--- src/rtl/uart_pkg.sv ---
// Shared UART definitions: frame state encoding, byte width and the parity helper
// used by both the transmitter and the receiver.
package uart_pkg;

    localparam int UART_DATA_W = 8;

    typedef enum logic [2:0] {
        TX_IDLE   = 3'd0,
        TX_START  = 3'd1,
        TX_DATA   = 3'd2,
        TX_PARITY = 3'd3,
        TX_STOP   = 3'd4
    } tx_state_t;

    // Even parity is the XOR of all data bits; odd parity inverts it.
    function automatic logic parity_calc(input logic [UART_DATA_W-1:0] data,
                                         input logic                   odd);
        return (^data) ^ odd;
    endfunction

endpackage

--- src/rtl/uart_baud_tick.sv ---
// Bit-period timer: counts 0..div while enabled and emits a one-cycle tick on the
// last cycle of each period. The divisor is captured on load_i.
module uart_baud_tick (
    input  logic        clk_i,
    input  logic        rst_n_i,
    input  logic        en_i,
    input  logic        clr_i,
    input  logic        load_i,
    input  logic [31:0] div_i,
    output logic        tick_o
);

    logic [31:0] count_q;
    logic [31:0] div_q;

    assign tick_o = en_i && (count_q == div_q);

    always_ff @(posedge clk_i or negedge rst_n_i) begin
        if (!rst_n_i) begin
            count_q <= '0;
            div_q   <= '0;
        end else begin
            if (load_i) begin
                div_q <= div_i;
            end
            if (clr_i) begin
                count_q <= '0;
            end else if (en_i) begin
                count_q <= tick_o ? '0 : count_q + 32'd1;
            end
        end
    end

endmodule

--- src/rtl/uart_tx.sv ---
// 8-bit UART transmitter: start bit, LSB-first data, optional parity, 1 or 2 stop
// bits. All outputs are registered; the line idles high.
module uart_tx
    import uart_pkg::*;
#(
    parameter int PARITY_EN  = 0,
    parameter int PARITY_ODD = 0,
    parameter int STOP_BITS  = 1
) (
    input  logic                   clk_i,
    input  logic                   rst_n_i,
    input  logic                   init_i,
    output logic                   done_o,
    output logic                   busy_o,
    input  logic [UART_DATA_W-1:0] data_i,
    output logic                   data_o,
    input  logic [31:0]            baud_div_i
);

    generate
        if (STOP_BITS != 1 && STOP_BITS != 2) begin : g_bad_stop_bits
            $error("uart_tx: STOP_BITS must be 1 or 2");
        end
    endgenerate

    localparam logic LAST_STOP = (STOP_BITS == 2) ? 1'b1 : 1'b0;
    localparam logic HAS_PAR   = (PARITY_EN != 0);
    localparam logic ODD_PAR   = (PARITY_ODD != 0);

    tx_state_t              state_q, state_d;
    logic [UART_DATA_W-1:0] shift_q, shift_d;
    logic [2:0]             bit_idx_q, bit_idx_d;
    logic                   stop_idx_q, stop_idx_d;
    logic                   parity_q;
    logic                   line_d, done_d, busy_d;
    logic                   accept;
    logic                   tick;

    assign accept = (state_q == TX_IDLE) && init_i;

    uart_baud_tick u_baud (
        .clk_i   (clk_i),
        .rst_n_i (rst_n_i),
        .en_i    (state_q != TX_IDLE),
        .clr_i   (accept),
        .load_i  (accept),
        .div_i   (baud_div_i),
        .tick_o  (tick)
    );

    always_ff @(posedge clk_i or negedge rst_n_i) begin
        if (!rst_n_i) begin
            state_q    <= TX_IDLE;
            shift_q    <= '0;
            bit_idx_q  <= '0;
            stop_idx_q <= 1'b0;
            parity_q   <= 1'b0;
            data_o     <= 1'b1;
            done_o     <= 1'b0;
            busy_o     <= 1'b0;
        end else begin
            state_q    <= state_d;
            shift_q    <= shift_d;
            bit_idx_q  <= bit_idx_d;
            stop_idx_q <= stop_idx_d;
            data_o     <= line_d;
            done_o     <= done_d;
            busy_o     <= busy_d;
            // Parity comes from the byte as accepted, not from the shifting copy.
            if (accept) begin
                parity_q <= parity_calc(data_i, ODD_PAR);
            end
        end
    end

    // line_d is the value the line takes in the next cycle, so each transition
    // decides the first bit of the state it enters.
    always_comb begin
        state_d    = state_q;
        shift_d    = shift_q;
        bit_idx_d  = bit_idx_q;
        stop_idx_d = stop_idx_q;
        line_d     = data_o;
        done_d     = done_o;
        busy_d     = busy_o;

        case (state_q)
            TX_IDLE: begin
                line_d = 1'b1;
                if (init_i) begin
                    shift_d    = data_i;
                    bit_idx_d  = '0;
                    stop_idx_d = 1'b0;
                    done_d     = 1'b0;
                    busy_d     = 1'b1;
                    line_d     = 1'b0;
                    state_d    = TX_START;
                end
            end
            TX_START: begin
                if (tick) begin
                    bit_idx_d = '0;
                    line_d    = shift_q[0];
                    state_d   = TX_DATA;
                end
            end
            TX_DATA: begin
                if (tick) begin
                    shift_d = shift_q >> 1;
                    if (bit_idx_q == 3'd7) begin
                        if (HAS_PAR) begin
                            line_d  = parity_q;
                            state_d = TX_PARITY;
                        end else begin
                            line_d     = 1'b1;
                            stop_idx_d = 1'b0;
                            state_d    = TX_STOP;
                        end
                    end else begin
                        bit_idx_d = bit_idx_q + 3'd1;
                        line_d    = shift_q[1];
                    end
                end
            end
            TX_PARITY: begin
                if (tick) begin
                    line_d     = 1'b1;
                    stop_idx_d = 1'b0;
                    state_d    = TX_STOP;
                end
            end
            TX_STOP: begin
                line_d = 1'b1;
                if (tick) begin
                    if (stop_idx_q == LAST_STOP) begin
                        done_d  = 1'b1;
                        busy_d  = 1'b0;
                        state_d = TX_IDLE;
                    end else begin
                        stop_idx_d = 1'b1;
                    end
                end
            end
            default: begin
                line_d  = 1'b1;
                busy_d  = 1'b0;
                state_d = TX_IDLE;
            end
        endcase
    end

endmodule

--- config.mk ---
export PLATFORM = sky130hd
export DESIGN_NAME = uart_tx
export DESIGN_NICKNAME = d
export VERILOG_FILES = /design/src/rtl/uart_pkg.sv /design/src/rtl/uart_baud_tick.sv /design/src/rtl/uart_tx.sv
export SDC_FILE = /design/constraint.sdc
export NUM_CORES = 1
export LEC_CHECK = 0
export BUFFER_PORTS_ARGS = -buffer_cell sky130_fd_sc_hd__buf_4
export CAP_MARGIN = 25
export CORE_MARGIN = 3
export CORE_UTILIZATION = 25
export DETAILED_ROUTE_END_ITERATION = 6
export GPL_ROUTABILITY_DRIVEN = 0
export GPL_TIMING_DRIVEN = 0
export PLACE_DENSITY_LB_ADDON = 0.1
export SLEW_MARGIN = 15
export SYNTH_ARGS = -nofsm -noshare
export SYNTH_HDL_FRONTEND = slang
export SYNTH_SLANG_ARGS = --single-unit
--- constraint.sdc ---
create_clock -name clk_i -period 4.2 [get_ports clk_i]
set_input_delay 0.42 -clock clk_i [delete_from_list [all_inputs] [get_ports clk_i]]
set_output_delay 0.42 -clock clk_i [all_outputs]
set_load 0.02 [all_outputs]
==> run_results.csv <==
group,metric,value,unit
run_status,outcome,"completed",
grt,grt_first_pass_wirelength,20200,um
routing,routed_via_density,4.79,
worst_setup_path,startpoint_type,"register",
final_layout,area_growth,22.3,%
final_layout,nets,605,
routing,vias,3747,
die,placementRows,47,
placement,port_buffers,45,
timing,hold_viol_final,0,
clock_network,cts.sinks,81,
logic_synthesis,avgSynthCellArea,8.67,um^2
timing,rsz0062_at_grt,"no",
final_layout,fin_util,31.7,%
routing,totalWireLength,12800,um
clock_network,clock_path_buffers,2,
pwr,p_leak,2.36,nW
pwr,ir_drop,0.000180,V
worst_setup_path,cp_slowest_cell,"nor4_4",
clock_network,clkSlewWorstSetupHoldPaths,60,ps
die,dieArea,19000,um^2
die,start_util,25.9,%
clock_network,clkLatencyLatePin,350,ps
logic_synthesis,synth-compound-area-share,10.7,%
timing,timing.hold.ws,6.93,ps
logic_synthesis,synth_flop_cell,"dfrtp_1",
logic_synthesis,synth_top_family_by_area,"simple AND/OR/NAND/NOR gates",
clock_network,root_buffer,"clkbuf_16",
clock_network,hold_buffers,0,
final_layout,drive_above_1_share,13.7,%
die,die_w,138,um
worst_setup_path,reg2reg_slack,1390,ps
routing,antenna_left,0,
grt,grt_pass1_vias,3608,
grt,grt_max_degree,55,
worst_setup_path,critPathRequiredTime,4430,ps
timing,slew_headroom,41.7,%
clock_network,cts_resized,0,
routing,first_pass_iters,5,
logic_synthesis,synthXorXnorAreaFrac,7.04,%
timing,drv_slew,0,
worst_setup_path,cpMostUsedCell,"clkbuf_1",
worst_setup_path,cp_cell_sequence,"xnor2_1 > nand4_1 > nor4_4 > nand2_2 > clkbuf_1 > clkbuf_1 > a22oi_1 > nand3_1",
die,io_pins,46,
logic_synthesis,synth-seq-cells,81,
logic_synthesis,ys_seq_area_share,46.6,%
die,core_area,16800,um^2
grt,grt-ovfl-total,0,
worst_setup_path,crit_path_end_kind,"register",
logic_synthesis,async_flop_share,100,%
logic_synthesis,muxShareOfSynthArea,3.45,%
logic_synthesis,synthSimpleGateAreaFrac,27.1,%
min_path,min-delay-path-class,"in2async",
logic_synthesis,syn-instance-count,502,
routing,drc,0,
logic_synthesis,synth_edf_count,0,
timing,post-route-min-period,2810,ps
placement,dpl.hpwl,9210,um
logic_synthesis,synthesis.nets,548,
logic_synthesis,syn_area,4350,um^2
timing,tightest_slew,867,ps
timing,fmax,356,MHz
timing,period_share,66.8,%
routing,drt_iter0_drc,252,
worst_setup_path,worst_path_largest_cell_delay,560,ps
clock_network,post_cts_buffers,0,
timing,finClkSkew,7.17,ps
worst_setup_path,worstPathArrival,3030,ps
worst_setup_path,crit_type,"reg2reg",
routing,avgRoutedWirePerCell,16.3,um
die,die_h,138,um
pwr,p_per_area,325,nW/um^2
logic_synthesis,synth.distinct_cells,45,
worst_setup_path,path_max_fanout,10,
final_layout,diodes,0,
logic_synthesis,synth_fa_ha_area_share,0.862,%
timing,setup_violations,0,
grt,antenna_found_initial,0,
logic_synthesis,yosys_warnings,0,
clock_network,cts_max_level,3,
clock_network,cts_tree,"yes",
timing,setup-tns-final,0,ps
clock_network,cts_inserted_buffers,9,
grt,track_usage,14.0,%
run,drv_cap,0,
per-stage QoR:
stage	cell area, um^2	total power, W	setup slack (ps)	cells
after CTS	5330	0.00176	1360	783
after global placement	4970	0.000851	1320	767
after global routing	5330	0.00179	1220	783
after detailed placement	4990	0.000854	1370	768
final	5330	0.00173	1390	783
after floorplan	4350	0.000801	2130	502
cells in the mapped netlist, types with 2 or more instances:
cell type	instances	area share [%]
a211oi_1	3	0.52
a21o_1	2	0.34
a21oi_1	25	2.9
a22o_1	3	0.60
a31oi_1	9	1.3
and2_1	3	0.43
and3_1	9	1.3
and4_1	3	0.60
buf_1	3	0.26
buf_2	9	1.0
clkbuf_1	20	1.7
dfrtp_1	80	46
ha_1	3	0.86
inv_1	9	0.78
mux2i_1	15	3.4
nand2_1	146	13
nand2b_1	3	0.43
nand3_1	18	2.1
nand4_1	17	2.4
nand4b_1	2	0.40
nor2_1	16	1.4
nor3_1	3	0.34
nor3b_1	2	0.34
nor4_1	13	1.9
nor4_4	2	0.98
o211a_1	5	1.1
o21ai_0	12	1.4
o21ai_1	9	1.0
o22ai_1	2	0.29
o31ai_1	2	0.34
or3_1	5	0.72
or4_1	2	0.34
xnor2_1	35	7.0
sequential cells by signal, summed over array words and instances, names as in the netlist:
register        cells
busy_o              1
data_o              1
bit_idx_q           3
u_baud.div_q       32
u_baud.count_q     32
state_q             3
shift_q             8
done_o              1
cell families after synthesis:
kind of cell,Yosys count
DFF,81
AOI/OAI and AO/OA,76
muxes,15
buffers and inverters,43
adders and majority gates,3
xor gates and xnor gates,35
and+or+nand+nor,249
cell type report:
cell class | count | area [um^2]
multi-input cells | 378 | 2140
clock buffers | 13 | 270
well taps | 220 | 275
flip-flops and latches | 81 | 2030
fillers | 1838 | 11500
clock inverters | 2 | 60.1
repair buffers | 46 | 365
inverters | 9 | 33.8
plain buffers | 34 | 150
metal layers:
metal / wire [um] / global-route usage (%)
met5: 0 / 0
met4: 386 / 6.53
met3: 512 / 2.47
met2: 5370 / 20.4
met1: 6520 / 20.2
where the power goes:
group,switching (W),total (W),internal [W]
clock,0.000327,0.000894,0.000567
combinational,0.0000264,0.0000558,0.0000294
sequential,0.00000110,0.000782,0.000781
total,0.000354,0.00173,0.00138
critical path: cells and delay by family, from the launching register on:
family	cells	cell delay (ps)
xor+xnor	1	280
simple gates	4	1110
buf+inv	2	610
flops	1	430
compound gates	1	260
cells in the final DEF, fill, tap and decap left out, types with 5 or more instances in the layout:
cell,instances
inv_1,9
nand2_1,146
and3_1,9
a21oi_1,25
o211a_1,5
xnor2_1,35
a31oi_1,9
dfrtp_1,80
clkbuf_16,9
o21ai_1,9
nor4_1,13
nand3_1,18
nor2_1,16
buf_4,46
mux2i_1,15
or3_1,5
nand4_1,17
buf_2,9
clkbuf_1,21
o21ai_0,12
final timing paths:
check                                                   start                             end  cells past startpoint
worst max-delay path            u_baud.count_q[1]$_DFFE_PN0P_        bit_idx_q[0]$_DFFE_PN0P_                      8
worst min-delay path                                  rst_n_i  u_baud.count_q[14]$_DFFE_PN0P_                      1
worst max register to register  u_baud.count_q[1]$_DFFE_PN0P_        bit_idx_q[0]$_DFFE_PN0P_                      8
worst min register to register             data_o$_DFFE_PN1P_              data_o$_DFFE_PN1P_                      2
max in group asynchronous                             rst_n_i              data_o$_DFFE_PN1P_                      2
min in group clk_i                              baud_div_i[6]     u_baud.div_q[6]$_DFFE_PN0P_                      3
Power figures use the tool's default switching activity.
